<file path="config.mk">
export PLATFORM = sky130hd
export DESIGN_NAME = code_dumper_flat
export DESIGN_NICKNAME = d
export VERILOG_FILES = /design/src/rtl/code_dumper_if.sv /design/src/rtl/code_dumper.sv /design/src/flat_wrapper.sv
export SDC_FILE = /design/constraint.sdc
export NUM_CORES = 1
export LEC_CHECK = 0
export BUFFER_PORTS_ARGS = -buffer_cell sky130_fd_sc_hd__buf_2
export CORE_MARGIN = 2
export CORE_UTILIZATION = 35
export DETAILED_ROUTE_END_ITERATION = 12
export HOLD_SLACK_MARGIN = 0.15
export PLACE_DENSITY = 0.55
export SLEW_MARGIN = 20
export SYNTH_ARGS = -nofsm -noshare
export SYNTH_HDL_FRONTEND = slang
export SYNTH_SLANG_ARGS = --single-unit
</file>
<file path="constraint.sdc">
create_clock -name sysClk -period 2.7 [get_ports sysClk]
set_clock_uncertainty 0.2 [all_clocks]
set_input_delay 0.135 -clock sysClk [delete_from_list [all_inputs] [get_ports sysClk]]
set_output_delay 0.135 -clock sysClk [all_outputs]
set_load 0.02 [all_outputs]
</file>
<file path="src/rtl/code_dumper_if.sv">
// Code RAM read port plus UART transmit handshake used by the code dumper.
// The dumper is the master: it drives the RAM address and the byte/pulse
// toward the UART, and receives the RAM data and the transmitter status.
interface code_dumper_if #(
  parameter int addrSize_code = 9
);
  logic [addrSize_code-1:0] addrCode;
  logic [7:0]               codeIn;
  logic [7:0]               data_tx;
  logic                     start_transmit;
  logic                     tx_ready;

  modport master (
    output addrCode,
    input  codeIn,
    output data_tx,
    output start_transmit,
    input  tx_ready
  );

  modport slave (
    input  addrCode,
    output codeIn,
    input  data_tx,
    input  start_transmit,
    output tx_ready
  );
endinterface

</file>
<file path="src/rtl/code_dumper.sv">
// Code dumper: walks the code RAM from address 0 and streams each byte to the
// UART transmitter so the host can read back a loaded program. With
// stopOnNull set, the first 0x00 byte terminates the dump without being sent.
module code_dumper #(
  parameter int addrSize_code = 9,
  parameter bit stopOnNull    = 1'b1
) (
  input  logic                   sysClk,
  input  logic                   reset,
  input  logic                   start,
  code_dumper_if.master          codeBus,
  output logic                   busy,
  output logic                   done,
  output logic [addrSize_code:0] count
);

  typedef enum logic [2:0] {
    IDLE,
    FETCH,
    CHECK,
    SEND,
    WAIT_ACK,
    WAIT_TX,
    DONE
  } stateType;

  localparam logic [addrSize_code-1:0] lastAddr = {addrSize_code{1'b1}};

  stateType state;

  // Dump sequencer. CHECK also waits for tx_ready high so a pulse is never
  // issued while the transmitter is still busy (e.g. right after a reset
  // that cut a previous byte short).
  always_ff @(posedge sysClk or negedge reset) begin
    if (!reset) begin
      state                  <= IDLE;
      codeBus.addrCode       <= '0;
      codeBus.data_tx        <= 8'h00;
      codeBus.start_transmit <= 1'b0;
      busy                   <= 1'b0;
      done                   <= 1'b0;
      count                  <= '0;
    end else begin
      codeBus.start_transmit <= 1'b0;
      case (state)
        IDLE, DONE: begin
          if (start) begin
            codeBus.addrCode <= '0;
            count            <= '0;
            done             <= 1'b0;
            busy             <= 1'b1;
            state            <= FETCH;
          end
        end
        FETCH: begin
          state <= CHECK;
        end
        CHECK: begin
          if (stopOnNull && (codeBus.codeIn == 8'h00)) begin
            busy  <= 1'b0;
            done  <= 1'b1;
            state <= DONE;
          end else if (codeBus.tx_ready) begin
            codeBus.data_tx        <= codeBus.codeIn;
            codeBus.start_transmit <= 1'b1;
            state                  <= SEND;
          end
        end
        SEND: begin
          count <= count + 1'b1;
          state <= WAIT_ACK;
        end
        WAIT_ACK: begin
          if (!codeBus.tx_ready) begin
            state <= WAIT_TX;
          end
        end
        WAIT_TX: begin
          if (codeBus.tx_ready) begin
            if (codeBus.addrCode == lastAddr) begin
              busy  <= 1'b0;
              done  <= 1'b1;
              state <= DONE;
            end else begin
              codeBus.addrCode <= codeBus.addrCode + 1'b1;
              state            <= FETCH;
            end
          end
        end
        default: begin
          state <= IDLE;
        end
      endcase
    end
  end

endmodule

</file>
<file path="src/flat_wrapper.sv">
// flat-port wrapper written by rule: the top's interface ports become plain ports
module code_dumper_flat 
#(
  parameter int addrSize_code = 9,
  parameter bit stopOnNull    = 1'b1
)
  (sysClk, reset, start, busy, done, count, codeBus_addrCode, codeBus_codeIn, codeBus_data_tx, codeBus_start_transmit, codeBus_tx_ready);
  code_dumper_if #(.addrSize_code(addrSize_code)) codeBus_i ();
  input  logic sysClk;
  input  logic reset;
  input  logic start;
  output logic busy;
  output logic done;
  output logic [addrSize_code:0] count;
  output wire logic [$bits(codeBus_i.addrCode)-1:0] codeBus_addrCode;
  input wire logic [$bits(codeBus_i.codeIn)-1:0] codeBus_codeIn;
  output wire logic [$bits(codeBus_i.data_tx)-1:0] codeBus_data_tx;
  output wire logic [$bits(codeBus_i.start_transmit)-1:0] codeBus_start_transmit;
  input wire logic [$bits(codeBus_i.tx_ready)-1:0] codeBus_tx_ready;
  assign codeBus_addrCode = codeBus_i.addrCode;
  assign codeBus_i.codeIn = codeBus_codeIn;
  assign codeBus_data_tx = codeBus_i.data_tx;
  assign codeBus_start_transmit = codeBus_i.start_transmit;
  assign codeBus_i.tx_ready = codeBus_tx_ready;
  code_dumper #(.addrSize_code(addrSize_code), .stopOnNull(stopOnNull)) u_core (.sysClk(sysClk), .reset(reset), .start(start), .codeBus(codeBus_i), .busy(busy), .done(done), .count(count));
endmodule
</file>
==> metrics, run 1 <==
period utilisation layout=0.929; synth top area cells=dfrtp_1, mux2i_1, mux2_2; Total Nets Final=226; Placed Cells incl. Taps=246; leading area contributor after synthesis=dfrtp_1; most frequent CP cell=dlygate4sd3_1; drt total wl=4050 um; setup bufs post-CTS=0; worst r2r path cells=7; vias=1,450; total inserted antenna cells=0; status=complete, no violations; Critical Path Max Stage Delay=680 ps; P_leak=1.03 nW; Initial Utilization=0.361; total power=1.86 mW; Layout Cells excl Fill=266; vias in the first global route=1,456; Clk pin slew, worst setup/hold paths=70 ps; cts bufs inserted=5; WP data required=2720 ps; Die Y=73.6 um; post-CTS sizing=0; Post-Syn Nets=173; TritonCTS Sinks=33; Final setup viols=0; most frequent cells in the layout=buf_2, dfrtp_1, o21ai_0, dlygate4sd3_1; Finished Core Util=0.457; Slowest-stage cell, CP=nor4_1; pin count of the biggest net entering global routing=34; reg-to-reg endpoint=u_core.state[2]$_DFFE_PN0P_; gp weighted congestion=0.756; TNS Setup=0 ps; R2R Path Start=u_core.codeBus.addrCode[2]$_DFFE_PN0P_; Critical Path AT=2530 ps; worst skew pair latency=280 ps; DR WL/cell=15.2 um; antenna violations before repair=0; FP Rows=25; most common cell after layout, fill and taps aside=buf_2; count of cell types in the netlist=39; first-pass GRT wire length=6770 um; worst hold path class=in -> async; CTS root buffer=clkbuf_8; Starting DRT DRC Count=48; H-tree depth=2; hold_buf cts=12; share of the synthesized area in the top cell type=0.487; share of layout cells above drive strength 1=0.292; Area Growth Syn to Fin=26.6%; Worst Tran Pin Value=771 ps; Yosys reg bits=33; Cell Chain, Critical Path=dlygate4sd3_1 > buf_2 > nor4_1 > nand2_1 > a211oi_1 > dlygate4sd3_1; Die X=73.6 um; TritonCTS clock tree=yes; final worst path period need=2510 ps; maximum VDD drop=0.315 mV; synth warn=0; startpoint types=input port; global route overflow=0; GRT Util Overall=0.162; # DRC=0; Reg2Reg Setup Slack=340 ps; IO Pins=42; number of I/O port buffers=41; RSZ-0062 raised after global routing=false; Max transition margin=0.481; Max Transition Viols Final=0; final hold viol count=0; dpl hpwl=2700 um; critical path fanouts, max=3; core area=4690 sq um; cell area after synthesis=1700 sq um; path type of the worst setup path=in -> reg; register area share after synthesis=0.487; CP Capture Type=register; max-cap violation count=0; PwrDens=868 nW/um^2; Routed Antenna Nets=0; clock buffer depth=2; die area=5420 sq um; Fmax achieved=399 MHz; syn avg cell area=10.7 sq um; DRT Pass-1 Iters=4; Via density=5.45; Post-Synthesis Cells=158
-- stage by stage --
step | worst slack (ps) | cell area, sq um | hold WS (ps)
after detailed placement | 468 | 1940 | 59.3
final | 191 | 2150 | 261
after CTS | 187 | 2150 | 273
after global placement | 590 | 1940 | 32.9
after global routing | 27.1 | 2150 | 316
after floorplan | 544 | 1700 | -361
-- cells in the mapped netlist (all sizes together) --
master and count:
and3 2, or4 3, nand2b 3, o21ai 14
nor2 4, o22a 1, inv 4, a21o 1
a31oi 1, nand3 3, nand2 9, mux2i 11
ha 3, dfrtp 33, mux2 8, buf 1
o21a 1, or2 2, a2111oi 1, and4 2
xor2 2, clkbuf 7, o31ai 3, o211ai 1
and3b 3, a21oi 11, nand4b 2, nor3 3
nor4 5, o221a 1, a211oi 1, or3 1
a41oi 1, nand4 4, o211a 1, nand3b 4
and4b 1
-- where the power goes --
part           internal [mW]  leakage, nW  total (mW)  switching (mW)
Combinational          0.301        0.555       0.708           0.407
Clock                  0.179       0.0450       0.364           0.186
Sequential             0.617        0.432       0.790           0.172
-- routing by layer --
| layer | wire, um | part of all wire | vias up | track usage |
|---|---|---|---|---|
| met5 | 0 | 0 | - | 0 |
| met4 | 50 | 0.012 | 0 | 0.0525 |
| met3 | 154 | 0.038 | 6 | 0.0412 |
| met2 | 2020 | 0.50 | 27 | 0.263 |
| met1 | 1830 | 0.45 | 717 | 0.211 |
| li1 | - | - | 700 | - |
-- cells by family (layout without fill, tap and decap cells) --
| family | after synthesis | in the layout | synth area share |
|---|---|---|---|
| buf+inv | 12 | 66 | 0.0280 |
| compound gates | 38 | 38 | 0.148 |
| mux | 19 | 19 | 0.118 |
| fa+ha+maj | 3 | 3 | 0.0221 |
| xor+xnor | 2 | 2 | 0.0103 |
| simple gates | 51 | 51 | 0.187 |
| flops | 33 | 33 | 0.487 |
-- flip-flops by register name (all words and copies together) (netlist names) --
name                           cells
u_core.busy                        1
u_core.state                       3
u_core.codeBus.start_transmit      1
u_core.count                      10
u_core.done                        1
u_core.codeBus.data_tx             8
u_core.codeBus.addrCode            9
-- critical path: cells and delay by family --
family	cells	cell delay (ps)
and+or+nand+nor	2	900
buffers and inverters	3	1250
AOI/OAI and AO/OA	1	240
-- how the worst max path moves through the flow --
stage / from / end / slack [ps] / cells past startpoint
floorplan: u_core.codeBus.addrCode[0]$_DFFE_PN0P_ / u_core.codeBus.addrCode[3]$_DFFE_PN0P_ / 540 / 7
global placement: u_core.codeBus.addrCode[0]$_DFFE_PN0P_ / u_core.codeBus.addrCode[3]$_DFFE_PN0P_ / 590 / 7
detailed placement: u_core.codeBus.addrCode[0]$_DFFE_PN0P_ / u_core.codeBus.addrCode[3]$_DFFE_PN0P_ / 470 / 7
CTS: codeBus_codeIn[1] / u_core.state[2]$_DFFE_PN0P_ / 190 / 6
global route: codeBus_codeIn[1] / u_core.state[2]$_DFFE_PN0P_ / 30 / 6
finish: codeBus_codeIn[1] / u_core.state[2]$_DFFE_PN0P_ / 190 / 6
-- area by class of cell --
type,instances,area (sq um)
Multi-Input combinational cell,113,822
Fill cell,476,2550
Inverter,4,15.0
Clock inverter,2,10.0
Clock buffer,6,72.6
Timing Repair Buffer,54,333
Tap cell,54,67.6
Sequential cell,33,826
(Power assumes the default switching activity.)
==> run 2, diff against run 1 <==
--- a/config.mk
+++ b/config.mk
@@ -7,11 +7,12 @@
 export LEC_CHECK = 0
 export BUFFER_PORTS_ARGS = -buffer_cell sky130_fd_sc_hd__buf_2
 export CORE_MARGIN = 2
-export CORE_UTILIZATION = 35
+export CORE_UTILIZATION = 30
 export DETAILED_ROUTE_END_ITERATION = 12
 export HOLD_SLACK_MARGIN = 0.15
-export PLACE_DENSITY = 0.55
+export PLACE_DENSITY = 0.49
 export SLEW_MARGIN = 20
 export SYNTH_ARGS = -nofsm -noshare
 export SYNTH_HDL_FRONTEND = slang
 export SYNTH_SLANG_ARGS = --single-unit
+export TNS_END_PERCENT = 20
==> run 2 against run 1 <==
Compared with the run above:
- worst hold slack worse by 3.8 ps
- sequential power down 0.6%
- design area up 0.76%
- largest power group unchanged
- sequential share of layout area down 0.29 points
- non-clock buffer count down 1
- combinational power down 1%
- utilization down 6.2 points
- die area up 16%
- critical path depth up 1
- via count down 1.3%
- power down 0.54%
- first-iteration DRC count down 23%
==> metrics, run 2 (synthesis results as in run 1) <==
Routed Antenna Nets=0 (unchanged); H-tree depth=2 (unchanged); worst skew pair latency=280 ps (about the same); cts bufs inserted=5 (unchanged); first-pass GRT wire length=6900 um (+2.0%); die area=6270 sq um (+16%); CP Capture Type=register; most frequent cells in the layout=buf_2, dfrtp_1, o21ai_0; design area=2160 sq um (+0.76%); most frequent CP cell=ha_1; maximum VDD drop=0.290 mV (-8.1%); final worst path period need=2250 ps (-259 ps); post-CTS sizing=0 (unchanged); GRT Util Overall=0.140 (-0.0223); P_leak=1.03 nW (-0.61%); dpl hpwl=2810 um (+3.9%); Max Transition Viols Final=0 (unchanged); RSZ-0062 raised after global routing=false; worst hold path class=in -> async; grt met3 use=0.0375 (-0.00365); drt total wl=4020 um (-0.82%); Area Growth Syn to Fin=27.5%; TNS Setup=0 ps (unchanged); pin count of the biggest net entering global routing=34 (unchanged); antenna violations before repair=0 (unchanged); TritonCTS clock tree=yes; core area=5470 sq um (+17%); max reg flops=10 (unchanged); Final setup viols=0 (unchanged); clock buffer depth=2 (unchanged); placed cell area=1970 sq um (+1.2%); Die X=79.2 um (+7.6%); Worst Tran Pin Value=763 ps (-7.72 ps); startpoint types=register; max-cap violation count=0 (unchanged); Via density=5.07 (-6.9%); Max transition margin=0.491 (+0.00989); path type of the worst setup path=reg -> reg; worst path bufs/invs=0 (-3); most common cell after layout, fill and taps aside=buf_2; vias in the first global route=1,448 (-0.55%); total inserted antenna cells=0 (unchanged); filler instances=574 (+21%); final hold viol count=0 (unchanged); DR WL/cell=14.2 um (-6.4%); Slowest-stage cell, CP=or4_1; Clk pin slew, worst setup/hold paths=70 ps (about the same); Critical Path AT=2260 ps (-270 ps); status=complete, no violations; critical path fanouts, max=6 (+3); biggest regs=u_core.count: 10 flops, u_core.codeBus.addrCode: 9 flops, u_core.codeBus.data_tx: 8 flops; vias=1,431 (-1.3%); DRT Pass-1 Iters=4 (unchanged); global route overflow=0 (unchanged); gp weighted congestion=0.784 (+3.7%); Fmax achieved=444 MHz (+12%); met2 usage in global routing=0.231 (-0.0315); WP data required=2710 ps (about the same); period utilisation layout=0.833 (-0.0959); Total Nets Final=225 (-0.44%); CP top delay family=simple AND/OR/NAND/NOR gates; # DRC=0 (unchanged); TritonCTS Sinks=33 (unchanged); PwrDens=856 nW/um^2 (-1.3%); Most Crowded Layer GR=met2; FP Rows=27 (+8.0%); Starting DRT DRC Count=37 (-23%); CTS root buffer=clkbuf_8; share of layout cells above drive strength 1=0.290 (-0.00198); Finished Core Util=0.395 (-0.0623); largest reg by FF count=u_core.count; IO Pins=42 (unchanged); number of I/O port buffers=41 (unchanged); Cell Chain, Critical Path=ha_1 > nand2_1 > nor3_1 > ha_1 > nand4b_1 > or4_1 > a21oi_1; Critical Path Max Stage Delay=520 ps (-160 ps); Initial Utilization=0.310 (-0.0515); Die Y=79.2 um (+7.6%); M1 GR Usage=0.172 (-0.0394)
[run 2: layout make-up]
| cell class | instances | area [sq um] | area share |
|---|---|---|---|
| Clock buffer | 7 | 86.3 | 0.0399 |
| Inverter | 4 | 15.0 | 0.00694 |
| Multi-Input combinational cell | 113 | 822 | 0.380 |
| Sequential cell | 33 | 826 | 0.382 |
| Tap cell | 72 | 90.1 | 0.0417 |
| Timing Repair Buffer | 53 | 323 | 0.149 |
[run 2: metal layers]
metal	vias to the layer above	wire, um
met5	-	0
met4	0	63
met3	5	156
met2	29	1990
met1	704	1800
li1	693	-
[run 2: power breakdown]
group	internal (mW)	switching (mW)	total [mW]	leakage, nW
clock network	0.202	0.167	0.369	0.0443
logic	0.289	0.409	0.698	0.549
registers	0.618	0.167	0.785	0.432
[run 2: through the flow]
stage | cells | power (mW) | setup slack (ps) | hold WS (ps)
CTS | 282 | 1.88 | 459 | 265
global route | 282 | 2.00 | 325 | 311
finish | 282 | 1.85 | 450 | 258
floorplan | 158 | 1.25 | 544 | -361
detailed placement | 264 | 1.49 | 467 | 64.1
global placement | 264 | 1.47 | 577 | 46.4
[run 2: final timing paths]
| path | start | end | slack, ps | cells past startpoint |
|---|---|---|---|---|
| max | u_core.codeBus.addrCode[0]$_DFFE_PN0P_ | u_core.codeBus.addrCode[3]$_DFFE_PN0P_ | 450 | 7 |
| min | reset | u_core.count[6]$_DFFE_PN0P_ | 260 | 2 |
| max reg2reg | u_core.codeBus.addrCode[0]$_DFFE_PN0P_ | u_core.codeBus.addrCode[3]$_DFFE_PN0P_ | 450 | 7 |
| min reg2reg | u_core.count[9]$_DFFE_PN0P_ | u_core.count[9]$_DFFE_PN0P_ | 260 | 1 |
| max in group asynchronous | reset | u_core.codeBus.data_tx[0]$_DFFE_PN0P_ | 1550 | 2 |
| min in group sysClk | u_core.count[9]$_DFFE_PN0P_ | u_core.count[9]$_DFFE_PN0P_ | 260 | 1 |
[run 2: timing repair]
| item | 4_1_cts | 5_1_grt |
|---|---|---|
| hold buffers | 11 | 0 |
| setup buffers | 0 | 0 |
| hold endpoints to repair | 46 | 0 |
==> run 3, diff against run 2 <==
--- a/config.mk
+++ b/config.mk
@@ -10,7 +10,7 @@
 export CORE_UTILIZATION = 30
 export DETAILED_ROUTE_END_ITERATION = 12
 export HOLD_SLACK_MARGIN = 0.15
-export PLACE_DENSITY = 0.49
+export PLACE_DENSITY = 0.51
 export SLEW_MARGIN = 20
 export SYNTH_ARGS = -nofsm -noshare
 export SYNTH_HDL_FRONTEND = slang
==> constraint.sdc (replaced) <==
create_clock -name sysClk -period 2 [get_ports sysClk]
set_clock_uncertainty 0.2 [all_clocks]
set_input_delay 0.1 -clock sysClk [delete_from_list [all_inputs] [get_ports sysClk]]
set_output_delay 0.1 -clock sysClk [all_outputs]
set_load 0.02 [all_outputs]
==> run 3 against run 2 <==
Compared with the run above:
- register-to-register slack lost 440 ps
- design area grew 7.3%
- final cell count grew 6.0%
- flip-flop and latch count is the same
- combinational power grew 65%
- clock power grew 36%
- critical endpoint is now u_core.codeBus.addrCode[4]$_DFFE_PN0P_
==> metrics, run 3 (synthesis results as in run 1) <==
final hold viol count=0 (unchanged); startpoint types=register; DRT Pass-1 Iters=4 (unchanged); cts bufs inserted=5 (unchanged); clock buffer depth=2 (unchanged); Starting DRT DRC Count=36 (-2.7%); Initial Utilization=0.310 (unchanged); Fmax achieved=502 MHz (+13%); PwrDens=1140 nW/um^2 (+33%); pin count of the biggest net entering global routing=34 (unchanged); TritonCTS clock tree=yes; worst skew pair latency=280 ps (about the same); Worst Tran Pin Value=744 ps (-19.4 ps); Post-Route M1 WL=1920 um (+6.7%); R2R Path Start=u_core.codeBus.addrCode[0]$_DFFE_PN0P_; Finished Core Util=0.424 (+0.0290); number of I/O port buffers=41 (unchanged); RSZ-0062 raised after global routing=true; Multi-input gate area=851 sq um (+3.5%); most frequent cells in the layout=buf_2, dfrtp_1, buf_4, o21ai_0; Via density=4.85 (-4.4%); Area Growth Syn to Fin=36.9%; CP Capture Type=register; TritonCTS Sinks=33 (unchanged); dpl hpwl=2810 um (about the same); Final setup viols=0 (unchanged); Clk pwr share=0.190 (-0.009); share of layout cells above drive strength 1=0.374 (+0.0840); Total Nets Final=242 (+7.6%); met2 WL post-DR=1910 um (-4.0%); P_leak=1.11 nW (+7.8%); CTS root buffer=clkbuf_8; switching portion of total power=0.389 (-0.0124); path type of the worst setup path=reg -> reg; worst hold path class=in -> async; max-cap violation count=0 (unchanged); Die X=79.2 um (unchanged); WP data required=2010 ps (-700 ps); Max Transition Viols Final=0 (unchanged); H-tree depth=2 (unchanged); final worst path period need=1990 ps (-260 ps); vias=1,450 (+1.3%); Routed Antenna Nets=0 (unchanged); Critical Path AT=2000 ps (-260 ps); # DRC=0 (unchanged); power share of the combinational group=0.434 (+0.057); GRT Util Overall=0.138 (-0.00141); DR WL/cell=13.5 um (-5.3%); Pint=1.61 mW (+46%); IO Pins=42 (unchanged); core area=5470 sq um (unchanged); Placed Cells incl. Taps=281 (+6.4%); maximum VDD drop=0.390 mV (+35%); first-pass GRT wire length=6670 um (-3.3%); reg-to-reg endpoint=u_core.codeBus.addrCode[4]$_DFFE_PN0P_; most common cell after layout, fill and taps aside=buf_2; met3 wire len=126 um (-19%); Die Y=79.2 um (unchanged); die area=6270 sq um (unchanged); sequential share of power=0.376 (-0.048); global route overflow=0 (unchanged); drt total wl=4030 um (+0.40%); vias in the first global route=1,438 (-0.69%); Max transition margin=0.504 (+0.0129); max reg flops=10 (unchanged); biggest regs=u_core.count: 10 flops, u_core.codeBus.addrCode: 9 flops, u_core.codeBus.data_tx: 8 flops; Clk pin slew, worst setup/hold paths=70 ps (about the same); gp weighted congestion=0.685 (-13%); FP Rows=27 (unchanged); Max Used Layer=met4; period utilisation layout=0.995 (+0.162); register area=828 sq um (+0.30%); total inserted antenna cells=0 (unchanged); Reg2Reg Setup Slack=9 ps (-440 ps); largest reg by FF count=u_core.count; critical path fanouts, max=5 (-1); Layout Cells excl Fill=299 (+6.0%); worst r2r path cells=7 (unchanged); filler instances=562 (-2.1%); Net Sw Power=1.03 mW (+38%); setup bufs post-CTS=0 (unchanged); status=complete, no violations; antenna violations before repair=0 (unchanged)
## run 3: changes by cell type in the layout (fill, tap and decap cells not counted)
cell	previous run	this run
buf_4	1	18
dfrtp_1	33	31
dfrtp_2	0	2
ha_1	3	1
ha_2	0	1
ha_4	0	1
nand2_1	9	8
nand2_2	0	1
nor3_1	3	2
nor3_2	0	1
nor4_1	5	4
nor4_2	0	1
## run 3: through the flow
step                hold WS, ps  power, mW  area (sq um)  worst slack [ps]  TNS [ps]
finish                      223       2.64          2320              9.15         0
global route                302       2.85          2320              -107      -308
CTS                         261       2.68          2310              5.93         0
detailed placement         29.3       2.13          2100              5.56         0
global placement           20.5       2.13          2100              60.2         0
floorplan                  -396       1.69          1700              11.7         0
## run 3: repair_timing
item	4_1_cts	5_1_grt
endpoints found under the setup margin	1	5
gates resized for setup	2	2
pin swaps	0	0
endpoints found under the hold margin	45	0
hold buffers	11	0
## run 3: cell type report
| type | instances | share of cell area |
|---|---|---|
| Multi-Input combinational cell | 113 | 0.367 |
| Sequential cell | 33 | 0.357 |
| Clock buffer | 7 | 0.0372 |
| Timing Repair Buffer | 70 | 0.194 |
| Inverter | 4 | 0.00647 |
| Tap cell | 72 | 0.0388 |
## run 3: routing by layer
| layer | up-vias | global-route usage |
|---|---|---|
| met2 | 27 | 0.219 |
| met1 | 685 | 0.177 |
| li1 | 734 | - |
| met5 | - | 0 |
| met4 | 0 | 0.0724 |
| met3 | 4 | 0.0295 |
## run 3: worst max-delay path by stage
stage | startpoint | end | slack [ps] | cells after the start
2_1_floorplan | u_core.codeBus.addrCode[0]$_DFFE_PN0P_ | u_core.codeBus.addrCode[5]$_DFFE_PN0P_ | 10 | 7
3_3_place_gp | u_core.codeBus.addrCode[0]$_DFFE_PN0P_ | u_core.codeBus.addrCode[3]$_DFFE_PN0P_ | 60 | 7
3_5_place_dp | u_core.codeBus.addrCode[0]$_DFFE_PN0P_ | u_core.codeBus.addrCode[3]$_DFFE_PN0P_ | 6 | 7
4_1_cts | u_core.codeBus.addrCode[0]$_DFFE_PN0P_ | u_core.codeBus.addrCode[3]$_DFFE_PN0P_ | 6 | 7
5_1_grt | u_core.codeBus.addrCode[1]$_DFFE_PN0P_ | u_core.codeBus.addrCode[5]$_DFFE_PN0P_ | -110 | 7
6_report | u_core.codeBus.addrCode[0]$_DFFE_PN0P_ | u_core.codeBus.addrCode[4]$_DFFE_PN0P_ | 9 | 7
## run 3: power groups by stage
stage               registers [mW]  clock network, mW  logic (mW)
floorplan                     1.16                  0       0.522
global placement             0.995                  0        1.13
detailed placement            1.00                  0        1.13
CTS                          0.994              0.528        1.16
global route                  1.02              0.556        1.27
finish                       0.993              0.502        1.15
## run 3: worst max-delay path, cell delays in order, from the launching register on
cell	delay (ps)
dfrtp_2	430
ha_4	170
nand2_2	60
nor3_2	40
ha_2	170
nand3b_1	260
or4_1	450
a21oi_1	150
